$ cat src/rtl/dp_axi_polyvec_loader.sv
// dp_axi_polyvec_loader
// Upstream write stage of the triple ping-pong polyvec buffer. Takes a
// valid/ready coefficient stream of NUM_BASE_BANK lanes per beat and writes
// NUM_POLY polys of 1<<ADDR_WIDTH words each into the buffer's write port.
// Each load is armed by i_start. One cycle after the last write-enable cycle,
// o_done pulses so the buffer rotates only after the final word is stored.
// The word count decides when a poly ends. s_last is only cross-checked
// against the count, and any disagreement is flagged in o_err_last.
module dp_axi_polyvec_loader #(
   parameter int COE_WIDTH     = 39,
   parameter int ADDR_WIDTH    = 9,
   parameter int NUM_POLY      = 3,
   parameter int NUM_BASE_BANK = 8
) (
   input  logic                                clk,
   input  logic                                rst_n,
   input  logic                                i_start,
   input  logic                                s_valid,
   output logic                                s_ready,
   input  logic [COE_WIDTH*NUM_BASE_BANK-1:0]  s_data,
   input  logic                                s_last,
   output logic [NUM_BASE_BANK*NUM_POLY-1:0]   o_axi_we,
   output logic [ADDR_WIDTH*NUM_BASE_BANK-1:0] o_axi_wraddr,
   output logic [COE_WIDTH*NUM_BASE_BANK-1:0]  o_axi_data,
   output logic                                o_done,
   output logic                                o_busy,
   output logic                                o_err_last
);

   localparam int PW = (NUM_POLY > 1) ? $clog2(NUM_POLY) : 1;

   typedef enum logic [1:0] {
      S_IDLE = 2'd0,
      S_LOAD = 2'd1,
      S_DONE = 2'd2
   } state_t;

   state_t                              r_state;
   logic                                r_ready;
   logic [NUM_BASE_BANK*NUM_POLY-1:0]   r_we;
   logic [ADDR_WIDTH*NUM_BASE_BANK-1:0] r_wraddr;
   logic [COE_WIDTH*NUM_BASE_BANK-1:0]  r_data;
   logic                                r_done;
   logic                                r_busy;
   logic                                r_err;
   logic [ADDR_WIDTH-1:0]               r_word_cnt;
   logic [PW-1:0]                       r_poly_idx;

   logic                                w_accept;
   logic                                w_last_word;
   logic                                w_last_poly;
   logic [NUM_BASE_BANK*NUM_POLY-1:0]   w_we_group;

   assign w_accept    = s_valid & r_ready;
   assign w_last_word = (r_word_cnt == {ADDR_WIDTH{1'b1}});
   assign w_last_poly = (r_poly_idx == PW'(NUM_POLY - 1));

   // Decode the current poly index into its bank write-enable group.
   always_comb begin
      w_we_group = {(NUM_BASE_BANK*NUM_POLY){1'b0}};
      for (int p = 0; p < NUM_POLY; p++) begin
         if (r_poly_idx == PW'(p)) begin
            w_we_group[p*NUM_BASE_BANK +: NUM_BASE_BANK] = {NUM_BASE_BANK{1'b1}};
         end else begin
            w_we_group[p*NUM_BASE_BANK +: NUM_BASE_BANK] = {NUM_BASE_BANK{1'b0}};
         end
      end
   end

   // Load FSM: state, counters, and every registered output.
   always_ff @(posedge clk) begin
      if (!rst_n) begin
         r_state    <= S_IDLE;
         r_ready    <= 1'b0;
         r_we       <= {(NUM_BASE_BANK*NUM_POLY){1'b0}};
         r_wraddr   <= {(ADDR_WIDTH*NUM_BASE_BANK){1'b0}};
         r_data     <= {(COE_WIDTH*NUM_BASE_BANK){1'b0}};
         r_done     <= 1'b0;
         r_busy     <= 1'b0;
         r_err      <= 1'b0;
         r_word_cnt <= {ADDR_WIDTH{1'b0}};
         r_poly_idx <= {PW{1'b0}};
      end else begin
         r_we   <= {(NUM_BASE_BANK*NUM_POLY){1'b0}};
         r_done <= 1'b0;
         case (r_state)
            S_IDLE: begin
               if (i_start) begin
                  r_state    <= S_LOAD;
                  r_ready    <= 1'b1;
                  r_busy     <= 1'b1;
                  r_err      <= 1'b0;
                  r_word_cnt <= {ADDR_WIDTH{1'b0}};
                  r_poly_idx <= {PW{1'b0}};
               end
            end
            S_LOAD: begin
               if (w_accept) begin
                  r_we       <= w_we_group;
                  r_wraddr   <= {NUM_BASE_BANK{r_word_cnt}};
                  r_data     <= s_data;
                  r_word_cnt <= r_word_cnt + ADDR_WIDTH'(1'b1);
                  if (s_last != w_last_word) begin
                     r_err <= 1'b1;
                  end
                  if (w_last_word) begin
                     if (w_last_poly) begin
                        // Drop ready together with the final accept so no beat
                        // can be taken in DONE.
                        r_state <= S_DONE;
                        r_ready <= 1'b0;
                     end else begin
                        r_poly_idx <= r_poly_idx + PW'(1'b1);
                     end
                  end
               end
            end
            S_DONE: begin
               // The final write-enable cycle is the DONE cycle, so done lands
               // on the following cycle.
               r_state <= S_IDLE;
               r_done  <= 1'b1;
               r_busy  <= 1'b0;
            end
            default: begin
               r_state <= S_IDLE;
               r_ready <= 1'b0;
               r_busy  <= 1'b0;
            end
         endcase
      end
   end

   assign s_ready      = r_ready;
   assign o_axi_we     = r_we;
   assign o_axi_wraddr = r_wraddr;
   assign o_axi_data   = r_data;
   assign o_done       = r_done;
   assign o_busy       = r_busy;
   assign o_err_last   = r_err;

endmodule

$ cat config.mk
export PLATFORM = sky130hd
export DESIGN_NAME = dp_axi_polyvec_loader
export DESIGN_NICKNAME = d
export VERILOG_FILES = /design/src/rtl/dp_axi_polyvec_loader.sv
export SDC_FILE = /design/constraint.sdc
export NUM_CORES = 1
export LEC_CHECK = 0
export CAP_MARGIN = 20
export CORE_AREA = 2 2 281 283
export CTS_BUF_LIST = sky130_fd_sc_hd__clkbuf_2 sky130_fd_sc_hd__clkbuf_4 sky130_fd_sc_hd__clkbuf_8
export DETAILED_ROUTE_END_ITERATION = 8
export DIE_AREA = 0 0 283 285
export GPL_TIMING_DRIVEN = 0
export MAX_ROUTING_LAYER = met4
export PLACE_DENSITY = 0.51
export SLEW_MARGIN = 30
export SYNTH_ARGS = -nofsm -noshare
export SYNTH_HDL_FRONTEND = slang
export SYNTH_SLANG_ARGS = --single-unit
$ cat constraint.sdc
create_clock -name clk -period 2.85 [get_ports clk]
set_input_delay 0.57 -clock clk [delete_from_list [all_inputs] [get_ports clk]]
set_output_delay 0.57 -clock clk [all_outputs]
set_load 0.02 [all_outputs]
==> summary.md <==
| Metric | Value |
|---|---|
| Status | `completed` |
| Final hold vios | `0` |
| Setup tns final | `0 ns` |
| P_sw | `0.002806 W` |
| Max IR drop VDD | `377.2 uV` |
| Nets | `2700` |
| Min cycle time layout | `2.604 ns` |
| P_leak | `7.834 nW` |
| Hold WC Path Type | `primary input to register` |
| CP Capture Type | `output pin` |
| Antenna violations before repair | `6` |
| Synth Register Bits | `341` |
| Clk pin slew, worst setup/hold paths | `0.06 ns` |
| Netlist cell types | `33` |
| Largest family of logic cells by synthesized area | `simple AND/OR/NAND/NOR gates` |
| Setup Fix Bufs, Post-CTS | `0` |
| Synth top area cells | `dfxtp_1 (54%), nand2_1 (19%), a21oi_1 (13%)` |
| Met1 Usage GRT | `14.25%` |
| Xor/xnor share of the synthesized area | `0.1392%` |
| PD cells | `508.2 mW/mm2` |
| Clk_lat worst skew | `0.63 ns` |
| RSZ-0062 raised after global routing | `false` |
| Met3 usage | `5.296%` |
| Post-CTS Resized | `0` |
| Busiest grt layer | `met2` |
| ANT nets after route | `0` |
| Critical path data arrival time | `2.03 ns` |
| Max Cap Viol | `0` |
| Simple-gate portion of the synthesized area | `21.29%` |
| Complex-gate fraction of the synthesized area | `13.92%` |
| Clk buf depth | `3` |
| Initial cell density of the core | `16.14%` |
| Syn. warnings | `0` |
| Pwr Total | `0.01153 W` |
| Synthesized instance count | `1581` |
| CTS tree | `built` |
| Clk pwr share | `47.8%` |
| Core Footprint | `0.07797 mm2` |
| Slew HR | `47.54%` |
| CTS buffer count | `68` |
| Commonest non-fill, non-tap cell in the layout | `clkdlybuf4s50_1` |
| Register area share after synthesis | `54.23%` |
| Area grow syn2layout | `80.23%` |
| Total number of H-tree levels | `3` |
| Drc violations | `0` |
| Net Sw Frac | `24.34%` |
| Placement Rows | `103` |
| CTS sink cnt | `341` |
| Cts hold-fix bufs | `0` |
| Setup Crit Path Kind | `register to output pin` |
| Syn avg cell area | `7.961 um2` |
| Die W | `283 um` |
| Sequential cell area | `0.006827 mm2` |
| Worst Skew | `0.04149 ns` |
| Syn Nets | `1903` |
| Final WL | `56610 um` |
| Synth Cell Area | `0.01259 mm2` |
| Pin count of the biggest net entering global routing | `11` |
| Vias in the first global route | `13070` |
| Initial DRC Count | `420` |
| Register share of total power | `42.5%` |
| Fill cells | `8472` |
| DP HPWL | `44200 um` |
| Vias | `13200` |
| Global placer's final weighted congestion | `0.8531` |
| Vias/cell | `3.791` |
| Fmax | `384.0 MHz` |
| Pint | `0.008724 W` |
| Final period utilization | `91.38%` |
| Root Buffer | `clkbuf_8` |
| CP required | `2.28 ns` |
| Combinational Power Share | `9.7%` |
| Wire per inst | `16.26 um` |
| Slew @ Worst Pin | `0.7869 ns` |
| Utilization after layout | `29.10%` |
| Synth area leader | `dfxtp_1` |
| Most frequent cells in the layout | `clkdlybuf4s50_1 (727), nand2_1 (645), dfxtp_1 (341)` |
| GRT overflow | `0` |
| # setup viols final | `0` |
| Synth Area in Adders | `0.4970%` |
| Crit path max fanout | `9` |
| Met2 usage | `23.84%` |
| Die Ht | `285 um` |
| Port Buf Inserts | `727` |
| Die Area | `0.08066 mm2` |
| DRT Pass-1 Iters | `4` |
| Area of the multi-input gates | `0.004562 mm2` |
| Share of layout cells above drive strength 1 | `11.41%` |
| Total Routing Usage GR | `13.94%` |
| Yosys top cell area share | `54.23%` |
| Mux share of post-synthesis cell area | `0.3976%` |
| Ports | `729` |
| Setup crit start kind | `register` |
| Final slew viol count | `0` |
| First-pass GRT wire length | `82990 um` |
[metal layers]
metal | wire, um | vias up
met5 | 0 | -
met4 | 2186 | 0
met3 | 5000 | 115
met2 | 27650 | 537
met1 | 21770 | 5904
li1 | - | 6644
[per-stage QoR]
stage	hold WS, ns	area, um2	worst slack [ns]	cells
2_1_floorplan	0.4405	12590	1.229	1581
3_5_place_dp	0.4420	21180	0.02873	3358
3_3_place_gp	0.4401	21180	0.004735	3358
5_1_grt	0.2901	22690	0.1040	3482
4_1_cts	0.2478	22670	0.1258	3477
6_report	0.3432	22690	0.2458	3482
[cells by family (layout without fill, tap and decap cells)]
group,after synthesis,after routing
AOI/OAI and AO/OA,339,339
xor gates and xnor gates,2,2
adders and majority gates,5,5
buffers and inverters,203,1049
DFF,341,341
muxes,5,5
other,0,5
and+or+nand+nor,686,686
[layout make-up]
class                   count  share of cell area, %
inverters                   6                0.09928
clock inverters            14                 0.7115
clock buffers             105                  5.874
repair buffers            727                  32.08
diodes                      5                0.05515
multi-input cells        1037                  20.11
well taps                1050                  5.791
flip-flops and latches    341                  30.09
plain buffers             197                  5.190
[synthesized netlist by cell type]
cell type,count
nand4_1,2
and4_1,1
buf_2,55
mux2i_1,5
or3_1,1
a21oi_1,327
a221oi_1,1
xor2_1,1
a211oi_2,4
o2bb2ai_1,1
nor3b_1,2
o32ai_1,1
ha_1,5
and4b_1,1
nand3_1,12
nand3b_1,5
nand2_1,645
dfxtp_1,341
or3b_4,1
a21bo_1,1
nand4b_1,3
inv_1,6
xnor2_1,1
buf_6,1
buf_1,2
o31a_1,1
and3_1,4
nor2_1,4
a211oi_1,2
clkbuf_1,43
o21ai_0,1
nand2b_1,5
buf_4,96
[critical path, stage by stage (launching register included)]
cell	delay (ns)
dfxtp_1	0.64
buf_4	0.19
clkdlybuf4s50_1	0.60
[sequential cells by signal, summed over array words and instances (netlist names)]
register	count
o_axi_data	312
o_axi_we	3
o_axi_wraddr	9
o_busy	1
o_done	1
o_err_last	1
r_poly_idx	2
r_state	2
r_word_cnt	9
s_ready	1
[final timing paths]
| check | slack (ns) | to | from | cells past startpoint |
|---|---|---|---|---|
| worst max-delay path | 0.25 | o_axi_wraddr[53] | o_axi_wraddr[62] | 2 |
| worst min register to register | 0.45 | o_axi_data[75] | o_axi_data[75] | 2 |
| worst max register to register | 0.80 | o_axi_data[148] | r_state[1] | 5 |
| worst min-delay path | 0.34 | r_word_cnt[7] | rst_n | 3 |
[power groups by stage]
stage	Sequential, W	Clock (W)	Combinational [W]
after floorplan	0.00511	0	0.000257
after detailed placement	0.00501	0	0.00113
after global routing	0.00491	0.00595	0.00120
after CTS	0.00490	0.00577	0.00113
final	0.00490	0.00551	0.00111
after global placement	0.00500	0	0.00113
Note: power is estimated with default switching activity, not from simulation.
